==> config.mk <==
export PLATFORM = sky130hd
export DESIGN_NAME = pwm_capture
export DESIGN_NICKNAME = d
export VERILOG_FILES = /design/src/rtl/pwm_capture.sv
export SDC_FILE = /design/constraint.sdc
export NUM_CORES = 1
export LEC_CHECK = 0
export BUFFER_PORTS_ARGS = -buffer_cell sky130_fd_sc_hd__buf_2
export CAP_MARGIN = 20
export CORE_ASPECT_RATIO = 2
export CORE_MARGIN = 2
export CORE_UTILIZATION = 55
export CTS_BUF_LIST = sky130_fd_sc_hd__clkbuf_8
export DETAILED_ROUTE_END_ITERATION = 8
export PLACE_DENSITY = 0.77
export REMOVE_ABC_BUFFERS = 1
export SLEW_MARGIN = 10
export SYNTH_ARGS = -nofsm -noshare
export SYNTH_HDL_FRONTEND = slang
export SYNTH_SLANG_ARGS = --single-unit
==> constraint.sdc <==
create_clock -name clk -period 3.4 [get_ports clk]
set_input_delay 0.34 -clock clk [delete_from_list [all_inputs] [get_ports clk]]
set_output_delay 0.34 -clock clk [all_outputs]
set_load 0.02 [all_outputs]
==> src/rtl/pwm_capture.sv <==
// rtl/pwm_capture.sv - PWM period and high-time capture with one-cycle result strobe
module pwm_capture #(
  parameter int WIDTH       = 16,
  parameter int SYNC_STAGES = 2
) (
  input  logic             clk,
  input  logic             reset,
  input  logic             start,
  input  logic             stop,
  input  logic             pwm_in,
  output logic [WIDTH-1:0] PERIOD,
  output logic [WIDTH-1:0] ACTIVE,
  output logic             valid,
  output logic             overflow,
  output logic             busy
);

  typedef enum logic [1:0] {
    IDLE = 2'd0,
    ARM  = 2'd1,
    HIGH = 2'd2,
    LOW  = 2'd3
  } state_t;

  state_t state;
  state_t state_nxt;

  logic [SYNC_STAGES-1:0] sync;
  logic                   s;
  logic                   s_d;
  logic                   rise;
  logic                   fall;

  logic [WIDTH-1:0] cnt;
  logic [WIDTH-1:0] hi_cnt;
  logic             cnt_max;

  logic do_result;
  logic do_hi;
  logic do_sat;
  logic do_arm;
  logic load_cnt;
  logic inc_cnt;

  generate
    if (SYNC_STAGES == 1) begin : g_sync1
      // Single-flop synchronizer for pwm_in.
      always_ff @(posedge clk) begin
        if (reset) sync <= '0;
        else       sync <= pwm_in;
      end
    end else begin : g_syncn
      // Multi-flop synchronizer shift chain for pwm_in.
      always_ff @(posedge clk) begin
        if (reset) sync <= '0;
        else       sync <= {sync[SYNC_STAGES-2:0], pwm_in};
      end
    end
  endgenerate

  assign s       = sync[SYNC_STAGES-1];
  assign rise    = s & ~s_d;
  assign fall    = ~s & s_d;
  assign cnt_max = &cnt;
  assign busy    = (state != IDLE);

  // Edge register: previous synchronized level.
  always_ff @(posedge clk) begin
    if (reset) s_d <= 1'b0;
    else       s_d <= s;
  end

  // State register.
  always_ff @(posedge clk) begin
    if (reset) state <= IDLE;
    else       state <= state_nxt;
  end

  // Next-state and datapath control; stop overrides every other event.
  always_comb begin
    state_nxt = state;
    do_result = 1'b0;
    do_hi     = 1'b0;
    do_sat    = 1'b0;
    do_arm    = 1'b0;
    load_cnt  = 1'b0;
    inc_cnt   = 1'b0;
    case (state)
      IDLE: begin
        if (start && !stop) begin
          state_nxt = ARM;
          do_arm    = 1'b1;
        end
      end
      ARM: begin
        if (stop) begin
          state_nxt = IDLE;
        end else if (rise) begin
          state_nxt = HIGH;
          load_cnt  = 1'b1;
        end
      end
      HIGH: begin
        if (stop) begin
          state_nxt = IDLE;
        end else if (fall) begin
          state_nxt = LOW;
          do_hi     = 1'b1;
          inc_cnt   = 1'b1;
        end else if (cnt_max) begin
          state_nxt = ARM;
          do_sat    = 1'b1;
        end else begin
          inc_cnt   = 1'b1;
        end
      end
      LOW: begin
        if (stop) begin
          state_nxt = IDLE;
        end else if (rise) begin
          state_nxt = HIGH;
          do_result = 1'b1;
          load_cnt  = 1'b1;
        end else if (cnt_max) begin
          state_nxt = ARM;
          do_sat    = 1'b1;
        end else begin
          inc_cnt   = 1'b1;
        end
      end
      default: state_nxt = IDLE;
    endcase
  end

  // Counters, result registers, strobe and sticky overflow.
  always_ff @(posedge clk) begin
    if (reset) begin
      cnt      <= '0;
      hi_cnt   <= '0;
      PERIOD   <= '0;
      ACTIVE   <= '0;
      valid    <= 1'b0;
      overflow <= 1'b0;
    end else begin
      valid <= do_result;
      if (load_cnt)     cnt <= WIDTH'(1);
      else if (inc_cnt) cnt <= cnt + WIDTH'(1);
      if (do_hi) hi_cnt <= cnt;
      if (do_result) begin
        PERIOD <= cnt;
        ACTIVE <= hi_cnt;
      end
      if (do_sat)                    overflow <= 1'b1;
      else if (do_result || do_arm)  overflow <= 1'b0;
    end
  end

endmodule

==> impl_metrics.json <==
{
  "fin_tns_setup_ns": 0,
  "muxShareOfSynthArea_pct": 1.07,
  "post-synth-top-count-cell": "nand2_1",
  "crit_type": "reg -> reg",
  "drtPass1Iterations": 4,
  "drc": 0,
  "synthTopCellsByArea": "dfxtp_1 51%, nand2_1 14%, a21oi_1 9.8%, nor2_1 2.3%, xnor2_1 2.2%",
  "r2r_cells": 6,
  "vias_per_cell": 5.30,
  "holdPathEnd": "state[0]",
  "n_antenna_cell": 0,
  "core_area_um2": 4910,
  "slew_headroom_pct": 35.4,
  "hold_slack_ns": 0.198,
  "synth-async-reset-ratio_pct": 0,
  "yosys.area.top_type": "dfxtp_1",
  "worst_pin_slew_ns": 0.969,
  "cts-resized-gates": 0,
  "setup_violations": 0,
  "timing.rr.start": "state[0]",
  "syn_area_um2": 2800,
  "clock_latency_ns": 0.34,
  "wl_per_cell_um": 12.4,
  "ir_worst_vdd_v": 0.000376,
  "vias": 2272,
  "nNetsFinal": 375,
  "die_area_um2": 5720,
  "die_x_um": 54.5,
  "gp_congestion": 0.866,
  "drt-initial-drc-count": 39,
  "start_kind": "flop",
  "antenna_left": 0,
  "skew_ns": 0.00617,
  "netlist_top_cells_count": "103 x nand2_1, 71 x dfxtp_1, 55 x a21oi_1",
  "finalHoldViolCount": 0,
  "stdcell_area_um2": 3160,
  "synthCells": 338,
  "numCtsBuffers": 9,
  "cts.sinks": 71,
  "fin_total_pwr_mw": 1.42,
  "fin_crit_ns": 2.05,
  "synth_top_family_by_area": "simple AND/OR/NAND/NOR gates",
  "clkTransAtPathRegs_ns": 0.06,
  "yosys.area_share.simple_pct": 27.0,
  "synth_compound_area_share_pct": 14.5,
  "grt_usage_pct": 21.5,
  "cap_violations": 0,
  "cts_max_level": 3,
  "tritoncts": "built",
  "dp_hpwl_mm": 3.66,
  "leakage_nw": 1.21,
  "syn_avg_cell_area_um2": 8.29,
  "post-route-period-util_pct": 60.3,
  "outcome": "finished clean",
  "r2r_end": "PERIOD[14]",
  "placed_area_um2": 3000,
  "synthFlopType": "dfxtp_1",
  "cts_setup_buffers": 0,
  "area_delta_synth_final_pct": 12.9,
  "grt_overflow": 0,
  "synth-xor-area-share_pct": 2.50,
  "wirelength_mm": 5.31,
  "slew_viol_final": 0,
  "start_util_pct": 57.1,
  "clockBufferDepth": 2,
  "synth.top_cell.area_share_pct": 50.7,
  "yosysWarningCount": 0,
  "synth_edf_count": 0,
  "synthDistinctLibCells": 44,
  "port-buffer-count": 39,
  "max_clock_freq_ghz": 0.488,
  "ff_latch_area_um2": 1420,
  "synth_fa_ha_area_share_pct": 0.446,
  "cp.arrival_ns": 2.23,
  "dp_cells": 415,
  "rsz0062_at_grt": "no",
  "io_pins": 40,
  "hold_path_depth": 2,
  "end_kind": "flop",
  "stdcell_count": 429,
  "crit_start": "state[0]",
  "num_rows": 36,
  "worstHoldStart": "stop",
  "grt_antenna_before_repair": 0,
  "ff2ff_setup_slack_ns": 1.35,
  "grt_first_pass_wirelength_mm": 9.07,
  "worstPathMaxFanout": 20,
  "grt_pass1_vias": 2120,
  "required_ns": 3.58,
  "grt_max_degree": 59,
  "dieHeight_um": 105,
  "n_fill_cell": 458,
  "multi_input_area_um2": 1270,
  "synth-seq-area-share_pct": 50.7,
  "hold_class": "in -> reg",
  "cts_root_buffer": "clkbuf_8",
  "p_per_area_nw_per_um2": 448,
  "final_layout_size_suffix_gt1_share_pct": 17.7,
  "ctsHoldBuffers": 0,
  "ys_seq_elements": 71
}
-- metrics by stage --
step / worst slack [ns] / utilization, %
2_1_floorplan: 1.66 / -
3_3_place_gp: 1.39 / 61.1
3_5_place_dp: 1.35 / 61.1
4_1_cts: 1.36 / 64.4
5_1_grt: 1.19 / 64.4
6_report: 1.35 / 64.4
-- per-layer routing --
metal | routed length [µm] | global-route usage [%]
met5 | 0 | 0
met1 | 2230 | 23.3
met2 | 2700 | 34.5
met3 | 229 | 7.71
met4 | 143 | 12.0
-- flip-flops by register name (all words and copies together) (netlist names) --
name / cells
overflow: 1
hi_cnt: 16
ACTIVE: 16
valid: 1
cnt: 16
state: 2
s_d: 1
sync: 2
PERIOD: 16
-- cell type report --
cell class / instances / share of cell area, %
flip-flops and latches: 71 / 44.9
multi-input cells: 241 / 40.3
repair buffers: 42 / 6.88
clock buffers: 11 / 4.78
well taps: 57 / 2.25
inverters: 4 / 0.474
clock inverters: 3 / 0.395
-- cells in the final DEF, fill, tap and decap left out, types with 2 or more instances in the layout --
master    instances
dfxtp_1          71
nor2_1           17
nand3_1           5
nand4_1           2
mux2i_1           3
nor3_1            3
clkbuf_8         11
a21oi_1          55
nor2b_1           5
nand3b_1          2
inv_1             6
nand2_1         103
o31ai_1           2
nand2b_1          2
or2_2             2
and2_1            2
buf_4             3
and3_1            2
xnor2_1           7
nand4_4           2
buf_2            39
or4_1             2
or3_1             2
a211oi_1          2
-- how the worst max path moves through the flow --
| stage | slack [ns] | cells after the start | to |
|---|---|---|---|
| 3_5_place_dp | 1.35 | 4 | cnt[13] |
| 3_3_place_gp | 1.39 | 4 | cnt[13] |
| 5_1_grt | 1.19 | 6 | ACTIVE[7] |
| 2_1_floorplan | 1.66 | 6 | cnt[11] |
| 6_report | 1.35 | 6 | PERIOD[14] |
| 4_1_cts | 1.36 | 6 | ACTIVE[13] |
-- power breakdown --
part           switching (mW)  internal (mW)
sequential            0.00174          0.834
clock                   0.271          0.289
combinational          0.0170        0.00597
-- cell families (layout without fill, tap and decap cells) --
kind of cell,Yosys count,in the layout
AOI/OAI and AO/OA,70,70
xor gates and xnor gates,8,8
adders and majority gates,1,1
buffers and inverters,26,60
DFF,71,71
muxes,3,3
and+or+nand+nor,159,159
-- worst max-delay path: stages (launching register included) --
cell and delay, ns:
dfxtp_1 0.39, nand3b_1 0.19, nor2_1 0.38, nand2_1 0.42, buf_4 0.35, nand2_1 0.08, a21oi_1 0.06
Note: power is estimated with default switching activity, not from simulation.
